[config.mk]
export PLATFORM = sky130hd
export DESIGN_NAME = tone_nco
export DESIGN_NICKNAME = d
export VERILOG_FILES = /design/src/rtl/tone_nco_pkg.sv /design/src/rtl/tone_nco_env.sv /design/src/rtl/tone_nco.sv
export SDC_FILE = /design/constraint.sdc
export NUM_CORES = 1
export LEC_CHECK = 0
export ABC_AREA = 1
export ABC_CLOCK_PERIOD_IN_PS = 5200
export CAP_MARGIN = 20
export CORE_ASPECT_RATIO = 1.2
export CORE_MARGIN = 4
export CORE_UTILIZATION = 45
export DETAILED_ROUTE_END_ITERATION = 10
export PLACE_DENSITY_LB_ADDON = 0.1
export SYNTH_ARGS = -nofsm -noshare
export SYNTH_HDL_FRONTEND = slang
export SYNTH_HIERARCHICAL = 1
export SYNTH_SLANG_ARGS = --single-unit
export TNS_END_PERCENT = 100
[constraint.sdc]
create_clock -name clk_i -period 5.2 [get_ports clk_i]
set_input_delay 1.3 -clock clk_i [delete_from_list [all_inputs] [get_ports clk_i]]
set_output_delay 1.3 -clock clk_i [all_outputs]
set_load 0.02 [all_outputs]
[src/rtl/tone_nco_pkg.sv]
// tone_nco_pkg: shared types and constants for the tone_nco audio tone generator.
//   env_state_e : envelope state encoding (IDLE, ATTACK, SUSTAIN, RELEASE)
//   DEF_*       : default parameter values for the generator
//   env_max()   : largest positive envelope value for a given signed sample width
package tone_nco_pkg;

  typedef enum logic [1:0] {
    IDLE    = 2'd0,
    ATTACK  = 2'd1,
    SUSTAIN = 2'd2,
    RELEASE = 2'd3
  } env_state_e;

  localparam int DEF_WIDTH      = 32;
  localparam int DEF_AMP_WIDTH  = 16;
  localparam int DEF_SAMPLE_DIV = 256;
  localparam int DEF_RAMP_STEP  = 64;

  function automatic int env_max(input int amp_width);
    return (1 << (amp_width - 1)) - 1;
  endfunction

endpackage

[src/rtl/tone_nco_env.sv]
// tone_nco_env: linear attack/sustain/release envelope with a saturating level.
// All state changes happen on tick_i only.
// Ports:
//   clk_i, reset_i   clock, synchronous active-low reset
//   tick_i           sample tick
//   note_on_i        frequency step (as it will be after this tick) is non-zero
//   retrig_i         pending note-boundary request
//   env_nxt_o        envelope level after this cycle's update
//   state_o          registered envelope state (env_state_e encoding)
//   phase_clr_o      phase accumulator must be forced to zero on this tick
module tone_nco_env import tone_nco_pkg::*; #(
  parameter int amp_width_p = DEF_AMP_WIDTH,
  parameter int ramp_step_p = DEF_RAMP_STEP
) (
  input  logic                   clk_i,
  input  logic                   reset_i,
  input  logic                   tick_i,
  input  logic                   note_on_i,
  input  logic                   retrig_i,
  output logic [amp_width_p-1:0] env_nxt_o,
  output logic [1:0]             state_o,
  output logic                   phase_clr_o
);

  localparam int AW = amp_width_p;
  localparam logic [AW:0] STEP = (AW+1)'(ramp_step_p);
  localparam logic [AW:0] EMAX = (AW+1)'(env_max(AW));

  localparam logic [1:0] ST_IDLE    = IDLE;
  localparam logic [1:0] ST_ATTACK  = ATTACK;
  localparam logic [1:0] ST_SUSTAIN = SUSTAIN;
  localparam logic [1:0] ST_RELEASE = RELEASE;

  logic [1:0]    state_q, state_d;
  logic [AW-1:0] env_q, env_d;
  logic          clr;

  function automatic logic [AW-1:0] sat_inc(input logic [AW-1:0] e);
    logic [AW:0] s;
    s = {1'b0, e} + STEP;
    return (s > EMAX) ? EMAX[AW-1:0] : s[AW-1:0];
  endfunction

  function automatic logic [AW-1:0] sat_dec(input logic [AW-1:0] e);
    logic [AW:0] s;
    s = {1'b0, e} - STEP;
    return ({1'b0, e} <= STEP) ? '0 : s[AW-1:0];
  endfunction

  always_comb begin
    state_d = state_q;
    env_d   = env_q;
    clr     = 1'b0;
    if (tick_i) begin
      case (state_q)
        ST_IDLE: begin
          if (note_on_i) begin
            state_d = ST_ATTACK;
            env_d   = sat_inc('0);
          end else begin
            env_d = '0;
            clr   = 1'b1;
          end
        end
        ST_ATTACK: begin
          // Leaving attack holds the level for this tick; decay begins next tick.
          if (!note_on_i || retrig_i) begin
            state_d = ST_RELEASE;
          end else begin
            env_d = sat_inc(env_q);
            if ({1'b0, env_d} == EMAX) state_d = ST_SUSTAIN;
          end
        end
        ST_SUSTAIN: begin
          if (!note_on_i || retrig_i) begin
            state_d = ST_RELEASE;
            env_d   = sat_dec(env_q);
          end
        end
        default: begin
          // RELEASE: a still-active note restarts from phase 0 once the level hits 0.
          if ({1'b0, env_q} <= STEP) begin
            env_d   = '0;
            clr     = 1'b1;
            state_d = note_on_i ? ST_ATTACK : ST_IDLE;
          end else begin
            env_d = sat_dec(env_q);
          end
        end
      endcase
    end
  end

  always_ff @(posedge clk_i) begin
    if (!reset_i) begin
      state_q <= ST_IDLE;
      env_q   <= '0;
    end else begin
      state_q <= state_d;
      env_q   <= env_d;
    end
  end

  assign env_nxt_o   = env_d;
  assign state_o     = state_q;
  assign phase_clr_o = clr;

endmodule

[src/rtl/tone_nco.sv]
// tone_nco: NCO tone generator with ASR envelope and a valid/ready sample output.
// A phase accumulator advanced by fstep_i once per sample tick drives a square
// wave whose amplitude follows the envelope; one sample is offered per tick.
// Build option: define TONE_NCO_TRIANGLE_EN for a triangle waveform (adds one
// pipeline register, sample appears two cycles after the tick).
// Ports:
//   clk_i, reset_i  clock, synchronous active-low reset
//   fstep_i         phase increment per sample (0 = note off), sampled on tick
//   second_i        one-cycle note-boundary pulse (release / retrigger)
//   sample_o        signed PCM sample
//   valid_o         sample_o holds an unconsumed sample
//   ready_i         downstream accepts when valid_o & ready_i
//   busy_o          envelope is not IDLE
//   overrun_o       one-cycle pulse: an unconsumed sample was overwritten
module tone_nco import tone_nco_pkg::*; #(
  parameter int width_p      = DEF_WIDTH,
  parameter int amp_width_p  = DEF_AMP_WIDTH,
  parameter int sample_div_p = DEF_SAMPLE_DIV,
  parameter int ramp_step_p  = DEF_RAMP_STEP
) (
  input  logic                   clk_i,
  input  logic                   reset_i,
  input  logic [width_p-1:0]     fstep_i,
  input  logic                   second_i,
  output logic [amp_width_p-1:0] sample_o,
  output logic                   valid_o,
  input  logic                   ready_i,
  output logic                   busy_o,
  output logic                   overrun_o
);

  localparam int AW = amp_width_p;
  localparam int CW = (sample_div_p > 1) ? $clog2(sample_div_p) : 1;
  localparam logic [CW-1:0] CNT_LAST = CW'(sample_div_p - 1);

  logic [CW-1:0]      cnt_q, cnt_d;
  logic               tick;
  logic [width_p-1:0] fstep_q, fstep_d;
  logic [width_p-1:0] phase_q, phase_d;
  logic               retrig_q, retrig_d;
  logic [AW-1:0]      env_nxt;
  logic [1:0]         env_state;
  logic               phase_clr;
  logic               load;
  logic signed [AW-1:0] load_val;
  logic [AW-1:0]      sample_q, sample_d;
  logic               valid_q, valid_d;
  logic               overrun_q, overrun_d;

  assign tick  = (cnt_q == CNT_LAST);
  assign cnt_d = tick ? '0 : cnt_q + CW'(1);

  assign fstep_d  = tick ? fstep_i : fstep_q;
  // A pending request is consumed by whichever tick comes next.
  assign retrig_d = second_i | (retrig_q & ~tick);

  tone_nco_env #(
    .amp_width_p (amp_width_p),
    .ramp_step_p (ramp_step_p)
  ) u_env (
    .clk_i       (clk_i),
    .reset_i     (reset_i),
    .tick_i      (tick),
    .note_on_i   (fstep_d != '0),
    .retrig_i    (retrig_q),
    .env_nxt_o   (env_nxt),
    .state_o     (env_state),
    .phase_clr_o (phase_clr)
  );

  assign phase_d = !tick    ? phase_q :
                   phase_clr ? '0 : phase_q + fstep_d;

`ifdef TONE_NCO_TRIANGLE_EN
  localparam logic signed [AW+1:0] SMAX = (AW+2)'(env_max(AW));
  localparam logic signed [AW+1:0] SMIN = ~SMAX;

  logic          tick_p1_q;
  logic [AW-1:0] env_p1_q;

  function automatic logic signed [AW-1:0] sat_s(input logic signed [AW+1:0] v);
    if (v > SMAX) return SMAX[AW-1:0];
    if (v < SMIN) return SMIN[AW-1:0];
    return v[AW-1:0];
  endfunction

  // Fold the phase into a ramp up/down, scale by env, then centre on zero.
  function automatic logic signed [AW-1:0] tri_map(input logic [width_p-1:0] ph,
                                                   input logic [AW-1:0] env);
    logic [AW-2:0]        t;
    logic [2*AW-2:0]      prod;
    logic signed [AW+1:0] v;
    t    = ph[width_p-1] ? ~ph[width_p-2 -: AW-1] : ph[width_p-2 -: AW-1];
    prod = {{AW{1'b0}}, t} * {{(AW-1){1'b0}}, env};
    v    = signed'({2'b00, prod[AW-1 +: AW]}) - signed'({3'b000, env[AW-1:1]});
    return sat_s(v);
  endfunction

  // Stage p1: post-tick phase/env are registered, waveform computed from them.
  always_ff @(posedge clk_i) begin
    if (!reset_i) begin
      tick_p1_q <= 1'b0;
      env_p1_q  <= '0;
    end else begin
      tick_p1_q <= tick;
      if (tick) env_p1_q <= env_nxt;
    end
  end

  assign load     = tick_p1_q;
  assign load_val = tri_map(phase_q, env_p1_q);
`else
  function automatic logic signed [AW-1:0] square_map(input logic msb,
                                                      input logic [AW-1:0] env);
    logic signed [AW-1:0] mag;
    mag = signed'(env);
    return msb ? -mag : mag;
  endfunction

  assign load     = tick;
  assign load_val = square_map(phase_d[width_p-1], env_nxt);
`endif

  // Output skid register: the latest sample always wins.
  assign sample_d  = load ? load_val : sample_q;
  assign valid_d   = load | (valid_q & ~ready_i);
  assign overrun_d = load & valid_q & ~ready_i;

  always_ff @(posedge clk_i) begin
    if (!reset_i) begin
      cnt_q     <= '0;
      fstep_q   <= '0;
      phase_q   <= '0;
      retrig_q  <= 1'b0;
      sample_q  <= '0;
      valid_q   <= 1'b0;
      overrun_q <= 1'b0;
    end else begin
      cnt_q     <= cnt_d;
      fstep_q   <= fstep_d;
      phase_q   <= phase_d;
      retrig_q  <= retrig_d;
      sample_q  <= sample_d;
      valid_q   <= valid_d;
      overrun_q <= overrun_d;
    end
  end

  assign sample_o  = sample_q;
  assign valid_o   = valid_q;
  assign overrun_o = overrun_q;
  assign busy_o    = (env_state_e'(env_state) != IDLE);

endmodule

==> impl_metrics.csv <==
group,metric,value,unit
floorplan,die_h,151,um
synth,syn-num-nets,1327,
clock_tree,post-cts-setup-buffer-count,0,
floorplan,dieWidth,127,um
clock_tree,clock-root-buffer,"clkbuf_16",
clock_tree,clock-sinks,109,
clock_tree,cts_buffer_depth,2,
synth,syn_area,0.00768,mm^2
worst_hold_path,hp-class,"reg -> reg",
detailed_routing,via_count,7579,
layout,postLayoutCoreUtil,52.0,%
status,status,"finished clean",
clock_tree,cts_tree,"built",
power_and_ir_drop,worst_ir_drop_vdd,0.143,mV
detailed_routing,wire_per_inst,13.5,um
place,port_buffers,54,
worst_setup_path,start_kind,"input pin",
timing,setup_violations,0,
clock_tree,ctsHoldBuffers,0,
worst_setup_path,crit_path_end_kind,"flip-flop",
worst_setup_path,reg2reg_depth,35,
worst_hold_path,min_path_cells,2,
clock_tree,worstSkewPairLatency,0.36,ns
layout,area_growth,13.6,%
synth,ys.flop_type,"dfxtp_1",
layout,fill_cells,1827,
worst_setup_path,r2r-end,"sample_o[12]$_SDFFE_PN0P_",
layout,layout-drive-gt1-share,5.80,%
worst_setup_path,cp.arrival,4.98,ns
floorplan,die_area,0.0192,mm^2
timing,slew-limit-headroom,51.1,%
worst_setup_path,path_common_cell,"nand2_1",
floorplan,initial_utilization,45.8,%
worst_setup_path,critPathMaxFanout,8,
global_routing,grt_start_max_net_pins,39,
clock_tree,cts_resized,0,
detailed_routing,first_iter_violations,396,
timing,fin_crit,4.68,ns
layout,n_antenna_cell,0,
detailed_routing,first_pass_iters,5,
timing,finalHoldViolCount,0,
layout,fin_nets,1371,
place,place_congestion,0.907,
worst_setup_path,required,5.51,ns
worst_setup_path,critPathMaxStageDelay,0.40,ns
timing,slew_violations,0,
job,drv_cap,0,
worst_setup_path,cpMaxStageDelayCell,"clkdlybuf4s50_1",
worst_setup_path,r2r-start,"cnt_q[0]$_SDFF_PP0_",
synth,yosysWarnings,6,
worst_setup_path,criticalPathCategory,"in -> reg",
synth,ys_types,44,
synth,postSynthAreaPerCell,6.17,um^2
worst_setup_path,r2r_slack,0.62,ns
clock_tree,numCtsBuffers,9,
power_and_ir_drop,leakage,4.12,nW
place,dpl.hpwl,15900,um
detailed_routing,avgViaCountPerCell,5.02,
layout,layout_common_cells,"388 x nand2_1, 174 x inv_1, 132 x nor2_1, 109 x dfxtp_1, 84 x a21oi_1",
clock_tree,cts.clk_slew.worst_paths,0.07,ns
timing,fin_crit_sh,89.9,%
timing,clock_skew,0.00824,ns
layout,layout_commonest_cell,"nand2_1",
timing,tightest_slew,0.726,ns
floorplan,rows,52,
floorplan,pin_count,55,
clock_tree,h-tree-depth,3,
detailed_routing,wl,20400,um
timing,max_freq,214,MHz
synth,synth-edff-count,0,
synth,ys_ff_latch,109,
detailed_routing,drcViolationCount,0,
power_and_ir_drop,powerDensity,184,mW/mm^2
timing,setup_tns,0,ns
timing,rsz0062_at_grt,"false",
global_routing,grt_pass1_vias,7238,
worst_hold_path,min-delay-start,"sample_o[11]$_SDFFE_PN0P_",
synth,synth-seq-area-share,28.4,%
synth,netlist_instances,1245,
synth,synthArstFlopShare,0,%
global_routing,antenna_found_initial,0,
global_routing,grt-ovfl-total,0,
floorplan,core,0.0168,mm^2
detailed_routing,ant_nets,0,
global_routing,track_usage,21.8,%
worst_hold_path,hold_end,"sample_o[11]$_SDFFE_PN0P_",
global_routing,grt_first_pass_wirelength,33900,um
==> power breakdown <==
group / switching [W] / total [W] / internal (W)
clock: 0.000327 / 0.000714 / 0.000386
sequential: 0.00000169 / 0.000838 / 0.000836
combinational: 0.0000262 / 0.0000542 / 0.0000280
==> kinds of logic after synthesis <==
kind of cell,after synthesis,synth area share [%]
xor gates and xnor gates,20,2.28
buffers and inverters,215,11.4
and+or+nand+nor,652,35.8
AOI/OAI and AO/OA,203,14.4
adders and majority gates,46,7.59
DFF,109,28.4
==> final cells by class <==
cell class,count,area (um^2),share of cell area (%)
Multi-Input combinational cell,921,4650,53.3
Clock inverter,5,60.1,0.688
Sequential cell,109,2180,25.0
Clock buffer,10,239,2.74
Tap cell,216,270,3.10
Inverter,183,687,7.87
Timing Repair Buffer,65,636,7.28
==> routing by layer <==
metal / share of wire, % / global-route usage [%] / up-vias
met2: 52 / 41.2 / 107
li1: - / - / 4027
met3: 2.2 / 2.12 / 39
met1: 42 / 24.8 / 3406
met5: 0 / 0 / -
met4: 3.3 / 9.17 / 0
==> registers in the layout, indices dropped and copies added, names as in the netlist, named ones only <==
register,flops
cnt_q,8
u_env/state_o,2
sample_o,16
retrig_q,1
valid_o,1
u_env/env_q,16
overrun_o,1
fstep_q,32
phase_q,31
==> how the worst max path moves through the flow <==
| stage | slack [ns] | startpoint | endpoint |
|---|---|---|---|
| 2_1_floorplan | 1.12 | fstep_i[1] | sample_o[14]$_SDFFE_PN0P_ |
| 3_3_place_gp | 0.11 | fstep_i[1] | sample_o[12]$_SDFFE_PN0P_ |
| 3_5_place_dp | 0.08 | fstep_i[22] | sample_o[12]$_SDFFE_PN0P_ |
| 4_1_cts | 0.22 | cnt_q[0]$_SDFF_PP0_ | sample_o[12]$_SDFFE_PN0P_ |
| 5_1_grt | 0.04 | fstep_i[8] | sample_o[14]$_SDFFE_PN0P_ |
| 6_report | 0.52 | fstep_i[22] | sample_o[12]$_SDFFE_PN0P_ |
==> critical path: cells and delay by family <==
| family | cells | cell delay, ns |
|---|---|---|
| AO/OA/AOI/OAI | 3 | 0.38 |
| buffers and inverters | 6 | 0.84 |
| adder cells (fa/ha/maj) | 1 | 0.18 |
| AND/OR/NAND/NOR | 21 | 2.29 |
==> synth_stat cells, types with 3 or more instances <==
cell type	number	area share, %
o21ai_1	12	0.78
nand2_1	388	19
nor3b_1	3	0.29
or2_2	6	0.49
o211ai_1	6	0.59
nand4_1	18	1.5
nand2_4	3	0.44
inv_1	174	8.5
buf_6	6	0.88
nand3_2	5	0.65
dfxtp_1	109	28
nor4_1	4	0.33
o21bai_1	7	0.68
clkbuf_1	14	0.68
nor2_1	133	6.5
xor2_1	13	1.5
nor2_4	4	0.59
a21o_1	4	0.39
nor2_2	10	0.81
inv_2	4	0.20
xnor2_1	7	0.80
buf_4	5	0.49
nand3_1	56	3.6
nor3_1	10	0.65
o21ai_0	75	4.9
nand2_2	10	0.81
a21oi_1	84	5.5
a31oi_1	3	0.24
buf_2	6	0.39
ha_1	45	7.3
clkinv_1	5	0.24
==> through the flow <==
stage | std cells | power [W] | hold slack, ns | setup slack, ns | cell area, um^2
floorplan | 1245 | 0.000876 | 0.418 | 1.12 | 7680
global placement | 1494 | 0.000913 | 0.433 | 0.111 | 8400
detailed placement | 1494 | 0.000913 | 0.441 | 0.0766 | 8400
CTS | 1509 | 0.00164 | 0.456 | 0.222 | 8700
global route | 1509 | 0.00167 | 0.468 | 0.0447 | 8730
finish | 1509 | 0.00161 | 0.451 | 0.523 | 8730
Note: power is estimated with default switching activity, not from simulation.
